[src/rtl/adder_bist_if.sv]
// Operand/result and control/status bundle between the adder BIST driver and its surroundings.
// master = BIST driver side; slave = adder plus run controller side.
interface adder_bist_if #(
   parameter int WIDTH = 4
);
   logic             start;
   logic             abort;
   logic [WIDTH-1:0] op_a;
   logic [WIDTH-1:0] op_b;
   logic [7:0]       dut_sum;
   logic             busy;
   logic             done;
   logic             pass;
   logic [7:0]       err_count;
   logic [WIDTH-1:0] fail_a;
   logic [WIDTH-1:0] fail_b;
   logic [7:0]       fail_sum;

   modport master (
      input  start, abort, dut_sum,
      output op_a, op_b, busy, done, pass, err_count, fail_a, fail_b, fail_sum
   );

   modport slave (
      output start, abort, dut_sum,
      input  op_a, op_b, busy, done, pass, err_count, fail_a, fail_b, fail_sum
   );
endinterface

[src/rtl/adder_bist_driver.sv]
// Adder BIST: drives operand pairs (LFSR, or full sweep with ADDER_BIST_EXHAUSTIVE_EN), checks dut_sum against a+b.
// Timing: vector k loads at E0+k*(LATENCY+1), sum sampled LATENCY edges later; done at E0+N*(LATENCY+1).
// Control: start only accepted from idle/done; abort returns to idle keeping results; no other backpressure.
module adder_bist_driver #(
   parameter int         WIDTH       = 4,
   parameter int         NUM_VECTORS = 16,
   parameter int         LATENCY     = 1,
   parameter logic [7:0] LFSR_SEED   = 8'hA5
) (
   input  logic         clk,
   input  logic         rst_n,
   adder_bist_if.master bus
);
   localparam logic [7:0] SEED     = (LFSR_SEED == 8'h00) ? 8'h01 : LFSR_SEED;
   localparam int         LW       = (LATENCY > 2) ? $clog2(LATENCY - 1) : 1;
   localparam logic [LW-1:0] LAT_LAST = LW'((LATENCY > 1) ? (LATENCY - 2) : 0);

   typedef enum logic [2:0] {
      S_IDLE  = 3'd0,
      S_DRIVE = 3'd1,
      S_WAIT  = 3'd2,
      S_CHECK = 3'd3,
      S_DONE  = 3'd4
   } state_t;

   state_t             state, state_nxt;
   logic [WIDTH-1:0]   op_a_q, op_b_q, fail_a_q, fail_b_q;
   logic [7:0]         err_q, fail_sum_q;
   logic               pass_q;
   logic [LW-1:0]      lat_cnt;
   logic               busy_c, done_c;
   logic               first_load, load_en, sample_en, finish, last_vec;
   logic [2*WIDTH-1:0] vec_next;
   logic [WIDTH:0]     sum_exp;
   logic               mismatch;

`ifdef ADDER_BIST_EXHAUSTIVE_EN
   // The operand registers double as the sweep counter, op_a in the low half.
   assign last_vec = &{op_b_q, op_a_q};
   assign vec_next = first_load ? '0 : ({op_b_q, op_a_q} + (2*WIDTH)'(1));
`else
   logic [7:0]  lfsr, lfsr_src;
   logic [15:0] vec_cnt;

   assign last_vec = (vec_cnt == 16'(NUM_VECTORS - 1));
   assign lfsr_src = first_load ? SEED : lfsr;
   assign vec_next = lfsr_src[2*WIDTH-1:0];

   // Fibonacci taps for x^8+x^6+x^5+x^4+1; lfsr always holds the state for the next load.
   always_ff @(posedge clk or negedge rst_n) begin
      if (!rst_n) begin
         lfsr    <= SEED;
         vec_cnt <= '0;
      end else if (load_en) begin
         lfsr    <= {lfsr_src[6:0], lfsr_src[7] ^ lfsr_src[5] ^ lfsr_src[4] ^ lfsr_src[3]};
         vec_cnt <= first_load ? 16'd0 : (vec_cnt + 16'd1);
      end
   end
`endif

   assign sum_exp  = {1'b0, op_a_q} + {1'b0, op_b_q};
   assign mismatch = (bus.dut_sum != 8'(sum_exp));

   always_ff @(posedge clk or negedge rst_n) begin
      if (!rst_n) state <= S_IDLE;
      else        state <= state_nxt;
   end

   always_comb begin
      state_nxt = state;
      if (bus.abort && (state != S_IDLE)) begin
         state_nxt = S_IDLE;
      end else begin
         case (state)
            S_IDLE, S_DONE: if (bus.start && !bus.abort) state_nxt = S_DRIVE;
            S_DRIVE:        state_nxt = (LATENCY == 1) ? S_CHECK : S_WAIT;
            S_WAIT:         if (lat_cnt == LAT_LAST) state_nxt = S_CHECK;
            S_CHECK:        state_nxt = last_vec ? S_DONE : S_DRIVE;
            default:        state_nxt = S_IDLE;
         endcase
      end
   end

   always_comb begin
      busy_c     = (state == S_DRIVE) || (state == S_WAIT) || (state == S_CHECK);
      done_c     = (state == S_DONE);
      load_en    = (state_nxt == S_DRIVE);
      first_load = load_en && ((state == S_IDLE) || (state == S_DONE));
      sample_en  = (state_nxt == S_CHECK);
      finish     = (state == S_CHECK) && (state_nxt == S_DONE);
   end

   always_ff @(posedge clk or negedge rst_n) begin
      if (!rst_n) begin
         op_a_q     <= '0;
         op_b_q     <= '0;
         fail_a_q   <= '0;
         fail_b_q   <= '0;
         fail_sum_q <= '0;
         err_q      <= '0;
         pass_q     <= 1'b0;
         lat_cnt    <= '0;
      end else begin
         if (state == S_DRIVE)     lat_cnt <= '0;
         else if (state == S_WAIT) lat_cnt <= lat_cnt + LW'(1);

         if (first_load) begin
            err_q      <= '0;
            fail_a_q   <= '0;
            fail_b_q   <= '0;
            fail_sum_q <= '0;
            pass_q     <= 1'b0;
         end
         if (load_en) {op_b_q, op_a_q} <= vec_next;

         // Only the first mismatch of a run is captured; the count saturates.
         if (sample_en && mismatch) begin
            if (err_q != 8'hFF) err_q <= err_q + 8'd1;
            if (err_q == 8'h00) begin
               fail_a_q   <= op_a_q;
               fail_b_q   <= op_b_q;
               fail_sum_q <= bus.dut_sum;
            end
         end
         if (finish) pass_q <= (err_q == 8'h00);
      end
   end

   assign bus.op_a      = op_a_q;
   assign bus.op_b      = op_b_q;
   assign bus.busy      = busy_c;
   assign bus.done      = done_c;
   assign bus.pass      = pass_q;
   assign bus.err_count = err_q;
   assign bus.fail_a    = fail_a_q;
   assign bus.fail_b    = fail_b_q;
   assign bus.fail_sum  = fail_sum_q;
endmodule

[src/flat_wrapper.sv]
// flat-port wrapper written by rule: the top's interface ports become plain ports
module adder_bist_driver_flat 
#(
   parameter int         WIDTH       = 4,
   parameter int         NUM_VECTORS = 16,
   parameter int         LATENCY     = 1,
   parameter logic [7:0] LFSR_SEED   = 8'hA5
)
  (clk, rst_n, bus_start, bus_abort, bus_dut_sum, bus_op_a, bus_op_b, bus_busy, bus_done, bus_pass, bus_err_count, bus_fail_a, bus_fail_b, bus_fail_sum);
  adder_bist_if #(.WIDTH(WIDTH)) bus_i ();
  input  logic clk;
  input  logic rst_n;
  input wire logic [$bits(bus_i.start)-1:0] bus_start;
  input wire logic [$bits(bus_i.abort)-1:0] bus_abort;
  input wire logic [$bits(bus_i.dut_sum)-1:0] bus_dut_sum;
  output wire logic [$bits(bus_i.op_a)-1:0] bus_op_a;
  output wire logic [$bits(bus_i.op_b)-1:0] bus_op_b;
  output wire logic [$bits(bus_i.busy)-1:0] bus_busy;
  output wire logic [$bits(bus_i.done)-1:0] bus_done;
  output wire logic [$bits(bus_i.pass)-1:0] bus_pass;
  output wire logic [$bits(bus_i.err_count)-1:0] bus_err_count;
  output wire logic [$bits(bus_i.fail_a)-1:0] bus_fail_a;
  output wire logic [$bits(bus_i.fail_b)-1:0] bus_fail_b;
  output wire logic [$bits(bus_i.fail_sum)-1:0] bus_fail_sum;
  assign bus_i.start = bus_start;
  assign bus_i.abort = bus_abort;
  assign bus_i.dut_sum = bus_dut_sum;
  assign bus_op_a = bus_i.op_a;
  assign bus_op_b = bus_i.op_b;
  assign bus_busy = bus_i.busy;
  assign bus_done = bus_i.done;
  assign bus_pass = bus_i.pass;
  assign bus_err_count = bus_i.err_count;
  assign bus_fail_a = bus_i.fail_a;
  assign bus_fail_b = bus_i.fail_b;
  assign bus_fail_sum = bus_i.fail_sum;
  adder_bist_driver #(.WIDTH(WIDTH), .NUM_VECTORS(NUM_VECTORS), .LATENCY(LATENCY), .LFSR_SEED(LFSR_SEED)) u_core (.clk(clk), .rst_n(rst_n), .bus(bus_i));
endmodule
[config.mk]
export PLATFORM = sky130hd
export DESIGN_NAME = adder_bist_driver_flat
export DESIGN_NICKNAME = d
export VERILOG_FILES = /design/src/rtl/adder_bist_if.sv /design/src/rtl/adder_bist_driver.sv /design/src/flat_wrapper.sv
export SDC_FILE = /design/constraint.sdc
export NUM_CORES = 1
export LEC_CHECK = 0
export CAP_MARGIN = 20
export CELL_PAD_IN_SITES_DETAIL_PLACEMENT = 0
export CELL_PAD_IN_SITES_GLOBAL_PLACEMENT = 1
export CORE_MARGIN = 5
export CORE_UTILIZATION = 41
export DETAILED_ROUTE_END_ITERATION = 7
export PLACE_DENSITY_LB_ADDON = 0.1
export SLEW_MARGIN = 20
export SYNTH_ARGS = -nofsm -noshare
export SYNTH_HDL_FRONTEND = slang
export SYNTH_SLANG_ARGS = --single-unit
[constraint.sdc]
create_clock -name clk -period 3 [get_ports clk]
set_clock_uncertainty 0.1 [all_clocks]
set_input_delay 0.3 -clock clk [delete_from_list [all_inputs] [get_ports clk]]
set_output_delay 0.3 -clock clk [all_outputs]
set_load 0.02 [all_outputs]
## Word level (Yosys, flattened, before mapping)

Cells that the tools add are included.

| cells by class | value |
|---|---|
| mux-type cells | 23 |
| reductions and logical operators | 15 |
| equality and inequality tests | 10 |
| bitwise operators | 3 |
| $add $sub $neg | 4 |

Operators with widths:

| cell | count |
|---|---|
| $mux 8 | 7 |
| $mux 4 | 6 |
| $add 16x1->16 const B | 1 |
| $eq 16x4->1 const B | 1 |
| $mux 16 | 1 |
| $mux 3 | 4 |
| $pmux 3 s4 | 1 |
| $eq 3x2->1 const B | 3 |
| $add 8x1->8 const B | 1 |
| $logic_not 8->1 | 1 |
| $ne 8x5->1 | 1 |
| $ne 8x8->1 const B | 1 |
| $eq 3x1->1 const B | 2 |
| $eq 3x3->1 const B | 2 |
| $add 4x4->5 | 1 |
| $logic_and 1x1->1 | 5 |
| $mux 1 | 4 |
| $reduce_bool 2->1 | 2 |
| $logic_not 3->1 | 1 |
| $logic_or 1x1->1 | 3 |
| $reduce_bool 3->1 | 1 |
| $xor 1x1->1 | 3 |
| $reduce_or 2->1 | 1 |
| $add 1x1->1 const B | 1 |
| $logic_not 1->1 | 1 |

| word-level totals | value |
|---|---|
| bits in registers | 61 |
| output and inout bits | 35 |
| logic and storage cells | 66 |
| input port bits | 12 |

## Logic depth before layout (Yosys ltp)

| depth | value |
|---|---|
| depth in word-level cells | 11 |
| gate-level depth with buffers | 10 |

## Worst setup path after synthesis

No wires, ideal clock.

| path | value |
|---|---|
| path type | flip-flop to flip-flop |
| start | register u_core.op_b_q[0] (netlist: u_core.bus.op_b[0]) |
| end | register u_core.err_q[5] (netlist: u_core.bus.err_count[5]) |
| stages on the path, launching flop included | 11 |
| arrival | 2.567 ns |
| library setup time | 0.126 ns |
| data required time | 2.774 ns |
| slack | 0.207 ns |
| cells stage by stage | dfrtp_1 -> ha_1 -> inv_1 -> fa_1 -> and3b_2 -> or3_4 -> a2111oi_4 -> nor3_2 -> buf_6 -> and3_1 -> a221o_1 |

| between the ends | value |
|---|---|
| longest elaborated chain between the ends | 4 |

RTL lines:

| item | RTL line | text |
|---|---|---|
| from (decl) | adder_bist_driver.sv:27 | `logic [WIDTH-1:0] op_a_q, op_b_q, fail_a_q, fail_b_q;` |
| from (signal assigned) | adder_bist_driver.sv:114 | `if (load_en) {op_b_q, op_a_q} <= vec_next;` |
| $add 4x4->5 | adder_bist_driver.sv:61 | `assign sum_exp = {1'b0, op_a_q} + {1'b0, op_b_q};` |
| $ne 8x5->1 | adder_bist_driver.sv:62 | `assign mismatch = (bus.dut_sum != 8'(sum_exp));` |
| $logic_and 1x1->1 | adder_bist_driver.sv:117 | `if (sample_en && mismatch) begin` |
| $mux 8 | adder_bist_driver.sv:117 |  |
| to (signal assigned) | adder_bist_driver.sv:118 | `if (err_q != 8'hFF) err_q <= err_q + 8'd1;` |
| to (decl) | adder_bist_driver.sv:28 | `logic [7:0] err_q, fail_sum_q;` |

Every way passes these cells.
A chain may end at the register's enable or synchronous reset.

## Worst setup path after layout

| path | value |
|---|---|
| start | register u_core.op_b_q[0] (netlist: u_core.bus.op_b[0]) |
| end | register u_core.err_q[3] (netlist: u_core.bus.err_count[3]) |

Same word-level chain as after synthesis.

==> impl_metrics.yaml <==
placement:
  pre_cts_ws_ps: 42.7
  placed_cells: 471
  gp_congestion: 0.758
  port_buffers: 46
  hpwlAfterDp_mm: 5.06
  place_area_sq_um: 3650
timing:
  finalCritPeriodShare: 0.940
  min_period_ps: 2820
  fin_ws_ps: 180
  finalSetupTns_ps: 0
  max_freq_mhz: 355
  rsz0062_at_grt: "false"
  hold_violations: 0
  tightestPinTransition_ps: 728
  slew_headroom: 0.515
  finalSetupViolCount: 0
  slew_viol_final: 0
layout:
  regArea_sq_um: 1430
  final_cells: 487
  nets: 403
  final_cell_mix: "nand2_1 (59), dfrtp_1 (53), clkdlybuf4s50_1 (45)"
  n_fill_cell: 700
  drive_gt1_frac: 0.137
  final_common_cell: "nand2_1"
  n_antenna_cell: 0
  area_growth_pct: 27.7
  fin_area_sq_um: 3870
  multi_input_area_sq_um: 1460
critical_path:
  critPathCaptureType: "register"
  required_ps: 3170
  cp_max_fo: 10
  path_class: "reg2reg"
  worstSetupStartpointType: "register"
  crit_arrival_ps: 2990
  rr_startpoint: "u_core.bus.op_b[0]"
  ff2ff_setup_slack_ps: 180
  r2r_end: "u_core.bus.err_count[3]"
  worstRegToRegCells: 9
synthesis:
  yosysWarnings: 0
  async_flop_share: 1.00
  synth-edff-count: 0
  synth_area_leader_cell: "dfrtp_1"
  synthTopCellsByArea: "dfrtp_1 (44%), nand2_1 (7.3%), o21ai_0 (5.4%), xnor2_1 (5.2%), dfstp_2 (3.5%)"
  avgSynthCellArea_sq_um: 9.28
  seq_area_frac_synth: 0.472
  syn_nets: 347
  ys.flop_type: "dfrtp_1"
  synth_top_area_frac: 0.437
  synth_area_sq_um: 3030
  synth_cell_type_count: 52
  syn_inst: 327
  synth-seq-cells: 57
detailed_routing:
  wl_met1_mm: 3.67
  first_pass_iters: 4
  wl_per_cell_um: 14.6
  drc: 0
  antenna_left: 0
  routed-wl-met3_um: 306
  first_iter_violations: 116
  vias: 2496
  top_layer_used: "met4"
  drt_wl_total_mm: 7.11
  viasPerCell: 5.13
  route.met2.wl_mm: 3.02
power_and_ir_drop:
  leakagePower_nw: 1.64
  power.total_mw: 3.59
  ir_drop_mv: 0.391
  power.density_nw_per_um2: 925
clocking:
  clkLatencyLatePin_ps: 340
  cts_sinks: 57
  cts_root_buf: "clkbuf_8"
  clock_path_buffers: 2
  cts_tree: "yes"
  path_clk_slew_ps: 70
  cts.htree.levels: 3
  cts_setup_buffers: 0
  cts_made_buffers: 9
floorplan:
  die-area_sq_um: 9220
  coreArea_sq_um: 7210
  row_count: 31
  dieWidth_um: 96.0
  die_h_um: 96.0
  start_util: 0.421
  io_pins: 47
job:
  drv_cap: 0
global_route:
  grt-ovfl-total: 0
  grt_util_all_layers: 0.168
  grt_pass1_wl_mm: 11.8
  grt_pass1_vias: 2376
  grt_max_degree: 58
  antenna_found_initial: 0
worst_hold_path:
  min_path_type: "in2async"
outcome:
  status: "complete, no violations"
-- logic make-up (layout without fill, tap and decap cells) --
kind of cell             Yosys count  after routing  share of synthesized area
multiplexers                       6              6                     0.0210
AND/OR/NAND/NOR                  144            144                      0.230
XOR/XNOR                          21             21                     0.0668
buffers and inverters             34             95                     0.0524
AO/OA/AOI/OAI                     57             57                      0.122
adder cells (fa/ha/maj)            8              8                     0.0355
flip-flops                        57             57                      0.472
-- per-stage QoR --
| step | util | hold slack, ps |
|---|---|---|
| floorplan | - | -95.6 |
| global placement | 0.506 | 347 |
| detailed placement | 0.506 | 355 |
| CTS | 0.536 | 18.0 |
| global route | 0.537 | 63.7 |
| finish | 0.537 | 3.73 |
-- metal layers --
metal  global-route usage  vias to the layer above
li1                     -                     1244
met1                0.237                     1189
met2                0.247                       50
met3               0.0352                       13
met4               0.0711                        0
met5                    0                        -
-- critical path: stages, from the launching register on --
cell	delay, ps
dfrtp_1	350
ha_1	190
inv_1	60
fa_1	410
xor3_4	450
nand4_1	190
a2111oi_4	80
nor3_4	400
mux2_2	390
mux2i_1	130
-- where the power goes --
part,switching (mW),internal (mW),total [mW],leakage (nW)
logic,0.914,0.752,1.67,0.773
clock network,0.316,0.450,0.766,0.105
registers,0.161,0.992,1.15,0.760
-- synthesized netlist by cell type, drive strengths merged, types with 3 or more instances --
| library cell | n |
|---|---|
| a211oi | 3 |
| a21o | 3 |
| a21oi | 4 |
| and3 | 4 |
| buf | 10 |
| clkbuf | 8 |
| dfrtp | 53 |
| dfstp | 4 |
| ha | 7 |
| inv | 16 |
| mux2 | 3 |
| mux2i | 3 |
| nand2 | 59 |
| nand3 | 8 |
| nand4 | 4 |
| nor2 | 26 |
| nor3 | 14 |
| nor4 | 8 |
| nor4b | 5 |
| o21ai | 34 |
| o31ai | 3 |
| or3 | 3 |
| xnor2 | 18 |
-- worst max-delay path by stage --
stage / startpoint / end / slack (ps) / cells past startpoint
6_report: u_core.bus.op_b[0] / u_core.bus.err_count[3] / 180 / 9
5_1_grt: u_core.bus.op_b[0] / u_core.bus.err_count[2] / 40 / 9
4_1_cts: u_core.lfsr[1] / u_core.bus.err_count[3] / 20 / 9
3_5_place_dp: u_core.bus.op_b[0] / u_core.bus.err_count[3] / 40 / 9
3_3_place_gp: u_core.bus.op_b[0] / u_core.bus.err_count[2] / 170 / 9
2_1_floorplan: u_core.bus.op_b[0] / u_core.bus.err_count[5] / 210 / 10
-- what timing repair did --
item                                    in CTS  in global routing
hold buffers                                 0                  0
gates resized for setup                      0                  1
endpoints found under the setup margin       0                  6
-- area by class of cell --
type	instances	share of cell area
clock inverters	4	0.0129
well taps	99	0.0320
multi-input cells	236	0.377
clock buffers	12	0.0426
inverters	16	0.0155
flip-flops and latches	57	0.369
repair buffers	63	0.150
-- registers in the layout, summed over array words and instances (netlist names) --
name and cells:
u_core.bus.err_count 8, u_core.bus.op_b 3, u_core.bus.op_a 1, u_core.bus.fail_a 4
u_core.lat_cnt 1, u_core.vec_cnt 16, u_core.state 3, u_core.bus.fail_sum 8
u_core.bus.fail_b 4, u_core.bus.pass 1, u_core.lfsr 8
No activity file was read; power rests on OpenSTA's default activity.
